<file path="src/rtl/pipe_hazard_ctrl.sv">
`default_nettype none
// ============================================================================
// Module      : pipe_hazard_ctrl
// Description : Central pipeline sequencer for the 5-stage MIPS core.
//               - Detects ID-stage data hazards and generates the load-use
//                 freeze of PC/IF-ID and the ID/EXE bubble.
//               - Generates the branch flush of IF/ID and ID/EXE.
//               - Selects the EXE operand forwarding sources.
//               - Runs the wait-state FSM for the handshaked SRAM in MEM,
//                 with a sticky timeout error.
//               - Keeps a saturating stall-cycle performance counter.
// Ports       :
//   clk, rst (async, active-low)
//   forward_en, src1, src2, two_src                    ID-stage operands
//   exe_dest, exe_wb_en, exe_mem_r_en                  ID/EXE producer
//   exe_src1, exe_src2                                 EXE-stage consumers
//   mem_dest, mem_wb_en / wb_dest, wb_wb_en            later producers
//   br_taken, mem_req, mem_ready, cnt_clr              control inputs
//   freeze_pipe, freeze_if, id_bubble, flush           stage controls
//   sram_start, fwd_sel_a, fwd_sel_b                   datapath controls
//   mem_err, stall_cnt                                 status
// Revision    : 1.0 - initial release
// ============================================================================
module pipe_hazard_ctrl #(
    parameter int TIMEOUT = 64,
    parameter int CNT_W   = 16
) (
    input  logic             clk,
    input  logic             rst,
    input  logic             forward_en,
    input  logic [4:0]       src1,
    input  logic [4:0]       src2,
    input  logic             two_src,
    input  logic [4:0]       exe_dest,
    input  logic             exe_wb_en,
    input  logic             exe_mem_r_en,
    input  logic [4:0]       exe_src1,
    input  logic [4:0]       exe_src2,
    input  logic [4:0]       mem_dest,
    input  logic             mem_wb_en,
    input  logic [4:0]       wb_dest,
    input  logic             wb_wb_en,
    input  logic             br_taken,
    input  logic             mem_req,
    input  logic             mem_ready,
    input  logic             cnt_clr,
    output logic             freeze_pipe,
    output logic             freeze_if,
    output logic             id_bubble,
    output logic             flush,
    output logic             sram_start,
    output logic [1:0]       fwd_sel_a,
    output logic [1:0]       fwd_sel_b,
    output logic             mem_err,
    output logic [CNT_W-1:0] stall_cnt
);

    localparam int WAIT_W = $clog2(TIMEOUT);
    localparam logic [WAIT_W-1:0] C_WAIT_LAST = WAIT_W'(TIMEOUT - 1);

    localparam logic [1:0] C_FWD_REG = 2'd0;
    localparam logic [1:0] C_FWD_MEM = 2'd1;
    localparam logic [1:0] C_FWD_WB  = 2'd2;

    typedef enum logic [1:0] {
        ST_IDLE = 2'd0,
        ST_BUSY = 2'd1,
        ST_DONE = 2'd2
    } state_t;

    state_t              state_q, state_d;
    logic [WAIT_W-1:0]   wait_q,  wait_d;
    logic                err_q,   err_d;
    logic [CNT_W-1:0]    cnt_q,   cnt_d;

    logic                w_mem_busy;
    logic                w_hazard;
    logic                w_flush;
    logic                w_freeze_if;

    // A producer only matches a consumer when it will write back and its
    // destination is not R0 (R0 is hard-wired to zero).
    function automatic logic f_match(input logic       wb_en,
                                     input logic [4:0] dest,
                                     input logic [4:0] src);
        return wb_en && (dest != 5'd0) && (dest == src);
    endfunction

    // ------------------------------------------------------------------
    // Hazard detection
    // ------------------------------------------------------------------
    always_comb begin
        w_hazard = 1'b0;
        if (forward_en) begin
            // With forwarding only a load in EXE cannot be bypassed in time.
            w_hazard = exe_mem_r_en &&
                       (f_match(exe_wb_en, exe_dest, src1) ||
                        (two_src && f_match(exe_wb_en, exe_dest, src2)));
        end else begin
            w_hazard = f_match(exe_wb_en, exe_dest, src1) ||
                       f_match(mem_wb_en, mem_dest, src1) ||
                       (two_src && (f_match(exe_wb_en, exe_dest, src2) ||
                                    f_match(mem_wb_en, mem_dest, src2)));
        end
    end

    // ------------------------------------------------------------------
    // Forwarding selects (MEM result is younger, so it wins over WB)
    // ------------------------------------------------------------------
    always_comb begin
        fwd_sel_a = C_FWD_REG;
        fwd_sel_b = C_FWD_REG;
        if (forward_en) begin
            if (f_match(mem_wb_en, mem_dest, exe_src1))
                fwd_sel_a = C_FWD_MEM;
            else if (f_match(wb_wb_en, wb_dest, exe_src1))
                fwd_sel_a = C_FWD_WB;

            if (f_match(mem_wb_en, mem_dest, exe_src2))
                fwd_sel_b = C_FWD_MEM;
            else if (f_match(wb_wb_en, wb_dest, exe_src2))
                fwd_sel_b = C_FWD_WB;
        end
    end

    // ------------------------------------------------------------------
    // SRAM wait-state FSM
    // ------------------------------------------------------------------
    always_ff @(posedge clk or negedge rst) begin
        if (!rst) begin
            state_q <= ST_IDLE;
            wait_q  <= '0;
            err_q   <= 1'b0;
        end else begin
            state_q <= state_d;
            wait_q  <= wait_d;
            err_q   <= err_d;
        end
    end

    always_comb begin
        state_d    = state_q;
        wait_d     = wait_q;
        err_d      = err_q;
        sram_start = 1'b0;
        w_mem_busy = 1'b0;
        case (state_q)
            ST_IDLE: begin
                // Busy is asserted in the request cycle itself so the
                // pipeline freezes before the access is even started.
                if (mem_req) begin
                    sram_start = 1'b1;
                    w_mem_busy = 1'b1;
                    wait_d     = '0;
                    state_d    = ST_BUSY;
                end
            end
            ST_BUSY: begin
                w_mem_busy = 1'b1;
                wait_d     = wait_q + 1'b1;
                if (mem_ready) begin
                    state_d = ST_DONE;
                end else if (wait_q == C_WAIT_LAST) begin
                    err_d   = 1'b1;
                    state_d = ST_DONE;
                end
            end
            ST_DONE: begin
                // One unfrozen cycle lets the memory instruction retire;
                // its still-asserted mem_req must not restart an access.
                state_d = ST_IDLE;
            end
            default: begin
                state_d = ST_IDLE;
            end
        endcase
    end

    // ------------------------------------------------------------------
    // Stage controls: memory freeze > branch flush > hazard stall
    // ------------------------------------------------------------------
    assign freeze_pipe = w_mem_busy;
    assign w_flush     = br_taken & ~w_mem_busy;
    assign w_freeze_if = w_hazard & ~w_mem_busy & ~w_flush;
    assign flush       = w_flush;
    assign freeze_if   = w_freeze_if;
    assign id_bubble   = w_freeze_if;
    assign mem_err     = err_q;

    // ------------------------------------------------------------------
    // Saturating stall-cycle counter
    // ------------------------------------------------------------------
    always_comb begin
        cnt_d = cnt_q;
        if (cnt_clr)
            cnt_d = '0;
        else if ((w_mem_busy || w_freeze_if) && (cnt_q != {CNT_W{1'b1}}))
            cnt_d = cnt_q + 1'b1;
    end

    always_ff @(posedge clk or negedge rst) begin
        if (!rst)
            cnt_q <= '0;
        else
            cnt_q <= cnt_d;
    end

    assign stall_cnt = cnt_q;

endmodule
`default_nettype wire

</file>
<file path="config.mk">
export PLATFORM = sky130hd
export DESIGN_NAME = pipe_hazard_ctrl
export DESIGN_NICKNAME = d
export VERILOG_FILES = /design/src/rtl/pipe_hazard_ctrl.sv
export SDC_FILE = /design/constraint.sdc
export NUM_CORES = 1
export LEC_CHECK = 0
export ABC_AREA = 1
export BUFFER_PORTS_ARGS = -buffer_cell sky130_fd_sc_hd__buf_2
export CORE_ASPECT_RATIO = 1.1
export CORE_UTILIZATION = 48
export CTS_BUF_LIST = sky130_fd_sc_hd__clkbuf_16
export DETAILED_ROUTE_END_ITERATION = 8
export GPL_TIMING_DRIVEN = 1
export HOLD_SLACK_MARGIN = 0.03
export PLACE_DENSITY_LB_ADDON = 0.1
export REMOVE_ABC_BUFFERS = 1
export SYNTH_ARGS = -nofsm -noshare
export SYNTH_HDL_FRONTEND = slang
export SYNTH_SLANG_ARGS = --single-unit
</file>
<file path="constraint.sdc">
create_clock -name clk -period 1.8 [get_ports clk]
set_input_delay 0.36 -clock clk [delete_from_list [all_inputs] [get_ports clk]]
set_output_delay 0.36 -clock clk [all_outputs]
set_load 0.01 [all_outputs]
</file>
---- Word level (Yosys, flattened, before mapping) ----
Index checks and enable logic that the tools add are counted.
word-level totals
  word-level logic and storage cells ...... 72
  input bits .............................. 47
  register bits ........................... 25
operators by class
  mux-type cells .......................... 18
  equal/unequal tests ..................... 13
  bitwise logic cells ..................... 6
  reductions and logical operators ........ 29
  add/sub/neg operators ................... 2
operators by type and width
  operator                                                               count
  5-bit equality test                                                    8
  16-bit two-way mux                                                     2
  2-bit two-way mux                                                      9
  16-bit by 1-bit adder with 16-bit output, second input constant        1
  16-bit inequality test, second input constant                          1
  1-bit logical AND                                                      15
  5-bit nonzero test                                                     3
  6-bit one-hot mux with 2 select lines                                  1
  6-bit by 1-bit adder with 6-bit output, second input constant          1
  6-bit equality test, second input constant                             1
  6-bit two-way mux                                                      1
  1-bit logical OR                                                       5
  2-bit one-hot mux with 2 select lines                                  1
  2-bit AND reduction                                                    2
  2-bit nonzero test                                                     2
  1-bit bitwise AND                                                      3
  1-bit two-way mux                                                      3
  3-bit inequality test, second input constant                           1
  1-bit NOT                                                              3
  3-bit AND reduction                                                    1
  2-bit by 1-bit equality test with 1-bit output, second input constant  1
  2-bit logical NOT                                                      1
  2-bit inequality test, second input constant                           1
  1-bit one-hot mux with 2 select lines                                  1

---- Longest topological paths before layout ----
  depth in word-level cells ............... 13
  gate-level depth with buffers ........... 15
  mapped depth without buffers ............ 13

---- Least setup slack after synthesis ----
OpenSTA, ideal clock, no wires.
  kind .................................... register -> output
  start point ............................. register state_q[0]
  end point ............................... output id_bubble
  stages on the path, launching flop included .. 8
  required time ........................... 1.440 ns
  path slack .............................. 0.045 ns
  arrival time ............................ 1.395 ns
  cells stage by stage .................... dfrtp_1 nor3b_2 nor2_2 inv_1 nor2_1 nand2_1 inv_1 buf_4
between the ends
  word-level cells in the longest chain between the ends .. 6
RTL lines
  what                                                                                        RTL line  source
  start, declared                                                                             71        state_t state_q, state_d;
  start signal, assigned                                                                      135       state_q <= state_d;
  2-bit by 1-bit equality test with 1-bit output / 2-bit logical NOT (equally long branches)  147       case (state_q)
  1-bit one-hot mux with 2 select lines (*)                                                   147
  net freeze_pipe                                                                             47        output logic freeze_pipe,
  1-bit NOT (*)                                                                               183, 184
  1-bit bitwise AND                                                                           183       assign w_flush = br_taken & ~w_mem_busy;
  1-bit NOT                                                                                   184       assign w_freeze_if = w_hazard & ~w_mem_busy & ~w_flush;
  1-bit bitwise AND (*)                                                                       184
  end, declared                                                                               49        output logic id_bubble,
Mark *: on every way through the listed nets, which the timed path passes. The rest lies on a longest branch.

---- Final worst setup path ----
  start point ............................. register cnt_q[1] (netlist: stall_cnt[1])
  end point ............................... register cnt_q[8] (netlist: stall_cnt[8])
between the ends
  word-level cells in the longest chain between the ends .. 3
RTL lines
  what                                                                                       RTL line  source
  start, declared                                                                            74        logic [CNT_W-1:0] cnt_q, cnt_d;
  start signal, assigned                                                                     205       cnt_q <= cnt_d;
  16-bit by 1-bit adder with 16-bit output / 16-bit inequality test (equally long branches)  198, 197
  16-bit two-way mux / 1-bit logical AND (equally long branches)                             197       else if ((w_mem_busy || w_freeze_if) && (cnt_q != {CNT_W{1'b1}}))
  16-bit two-way mux / 2-bit nonzero test (equally long branches)                            --
Parallel ways exist; a longest one is shown, timed or not. The select of a mux whose other input is x is not followed.
A chain may end at the register's enable or synchronous reset.

==> metrics <==
H-tree levels 1; Crit. Startpoint stall_cnt[1]$_DFFE_PN0P_; IO Pins 73; Peak Freq 557 MHz; min Tclk post-route around 1.8 ns; first-pass GRT wire length approximately 9.5 mm; Post-synth top cells 107 x nand2_1, 55 x inv_1, 33 x nand3_1, 33 x nor2_1, 25 x dfrtp_1; Critical Path AT a little under 2 ns; Peak VDD IR around 0.00062 V; Clock Skew between 0.002 and 0.0025 ns; Worst setup endpoint stall_cnt[8]$_DFFE_PN0P_; register area share after synthesis 0.277; DR vias ~2,600; Max Cap Viol 0; Seq cells post-synth 25; final WL just over 6 mm; final setup vio count 0; number of synthesized flops with an enable pin 0; combinational fraction of design power 0.448; placed insts 497; Total GRT Usage 0.244; Die Wd 67.4 um; ANT cells 0; Max-slew headroom 0.633; top cells by area, synth dfrtp_1 28%, nand2_1 18%, inv_1 9.1%, nand3_1 7.3%, nand4_1 5.5%; initial antenna violation count 0; Yosys warnings 0; proportion of layout cells with a drive suffix above 1 0.324; Post-Syn Instances around 360; pwr dens approximately 690 nW/um^2; starting density of the core 0.513; non-filler instance count after layout roughly 510; Worst-path clk slew approximately 0.06 ns; CP top delay family simple AND/OR/NAND/NOR gates; total CTS buffers 3; Internal Power about 0.0013 W; critical path peak fanout 7; worst hold path type input pin to async pin; Psw about 0.00080 W; GP Congestion between 0.8 and 0.9; Leak 1.88 nW; most frequent cell after synthesis nand2_1; # rows 25; number of DRC markers in iteration 0 89; Switching Fraction 0.373; DIE AREA between 4000 and 5000 um^2; CP Buf/Inv Count 2; Crit. path cell count 11; worst r2r src stall_cnt[1]$_DFFE_PN0P_; Crit-path slowest cell dfrtp_1; run status finished clean; Yosys cell types 35; Required @ worst endpoint 1.95 ns; CTS tree built; Primary FF master, synth dfrtp_1; grt total ovfl 0; area growth from synthesis to layout 37.1%; later-pin clock latency in the skew report ~0.26 ns; Final Hold Vio Count 0; Area after DPL approximately 2800 um^2; Critical Path Max Stage Delay around 0.38 ns; cts hold-fix bufs 0; Synth Area per Inst ~6.4 um^2; Worst Setup End Kind flop; Final Max Slew Viols 0; Util after Layout 0.703; DRC Markers 0; Critical Path Source Type flop; worst slew pin tran between 0.5 and 0.6 ns; Synth area leader dfrtp_1; top cell type's share of synthesized area 0.277; critical path type flop to flop; Clk pwr share 0.231; Final HPWL DP 4.47 mm; netlist area before placement between 2000 and 2500 um^2; Synth async-reset ratio 1.00; Port Buffer Count just over 70; vias in the first global route roughly 2,400; design area approximately 3100 um^2; root buf cell clkbuf_16; CTS Sinks 25; Die Ht between 70 and 80 um; clk buf depth 2; DR vias/cell between 5 and 6; fraction of power consumed by sequential logic 0.321; drt pass-1 iters 4; Final period util 0.998; Crit Reg-Reg Endpoint stall_cnt[8]$_DFFE_PN0P_; Reg2Reg Setup Slack roughly 0.0044 ns; wire length per cell between 10 and 15 um; largest net degree at the start of global routing 33; remaining antenna violation count 0; nets ~500; cell breakdown of the critical path ha_2 > nand2_2 > inv_2 > nand2_4 > nor2_4 > nand2_4 > nor2_4 > nand4_4 > buf_6 > nand4_1 > nand2_1; CORE AREA 4410 um^2; RSZ-0062 raised after global routing true; FF-to-FF path depth 11
## power by group through the flow
stage	registers [W]	logic [W]	clock network, W
6_report	0.000687	0.000959	0.000494
5_1_grt	0.000694	0.00106	0.000519
4_1_cts	0.000689	0.000889	0.000504
3_5_place_dp	0.000697	0.000865	0
3_3_place_gp	0.000693	0.000854	0
2_1_floorplan	0.000700	0.000464	0
## worst reg2reg max path, stage by stage, from the launching register on
cell,delay [ns]
dfrtp_1,0.38
ha_2,0.20
nand2_2,0.06
inv_2,0.09
nand2_4,0.07
nor2_4,0.14
nand2_4,0.09
nor2_4,0.10
nand4_4,0.20
buf_6,0.21
nand4_1,0.10
nand2_1,0.05
## placed cells by master (no fill, tap or decap), types with 11 or more instances in the layout
master and count:
xor2_1 12, xnor2_1 11, buf_4 27, dfrtp_1 25, nand3_1 32, nor2_1 31
buf_2 67, inv_1 52, nand4_1 20, nand2_1 103
## stage by stage
step | setup TNS (ns) | power [W] | hold WS, ns | setup WS, ns
global route | -0.857 | 0.00228 | 0.136 | -0.0755
finish | 0 | 0.00214 | 0.0840 | 0.00443
floorplan | 0 | 0.00116 | 0.0644 | 0.0983
global placement | -0.0211 | 0.00155 | 0.385 | -0.0211
CTS | 0 | 0.00208 | 0.106 | 0.00514
detailed placement | -0.0380 | 0.00156 | 0.383 | -0.0123
## sequential cells by signal (all words and copies together), names as in the netlist
register,flops
stall_cnt,16
wait_q,6
state_q,2
mem_err,1
## cell type report
class / instances / area (um^2)
Multi-Input combinational cell: 261 / 1450
Fill cell: 401 / 1310
Timing Repair Buffer: 103 / 639
Sequential cell: 25 / 626
Inverter: 61 / 234
Clock buffer: 3 / 75.1
Tap cell: 54 / 67.6
Clock inverter: 1 / 5.00
## worst min path at each step
stage	end
floorplan	mem_err$_DFFE_PN0P_
global placement	mem_err$_DFFE_PN0P_
detailed placement	state_q[1]$_DFFE_PN0P_
CTS	state_q[1]$_DFFE_PN0P_
global route	state_q[1]$_DFFE_PN0P_
finish	state_q[1]$_DFFE_PN0P_
## routing by layer
| metal | global-route usage | part of all wire |
|---|---|---|
| met1 | 0.281 | 0.42 |
| met2 | 0.462 | 0.52 |
| met3 | 0.0215 | 0.040 |
| met4 | 0.0898 | 0.020 |
| met5 | 0 | 0 |
## what timing repair did
| item | 4_1_cts | 5_1_grt |
|---|---|---|
| setup endpoints to repair | 5 | 22 |
| gates resized for setup | 4 | 38 |
| pin swaps | 1 | 26 |
| buffers inserted | 1 | 6 |
## logic make-up after synthesis
group           Yosys count  share of synthesized area
buf+inv                  70                      0.125
flops                    25                      0.277
fa+ha+maj                 2                     0.0111
xor+xnor                 24                     0.0930
compound gates           17                     0.0476
simple gates            218                      0.447
Power figures use the tool's default switching activity.
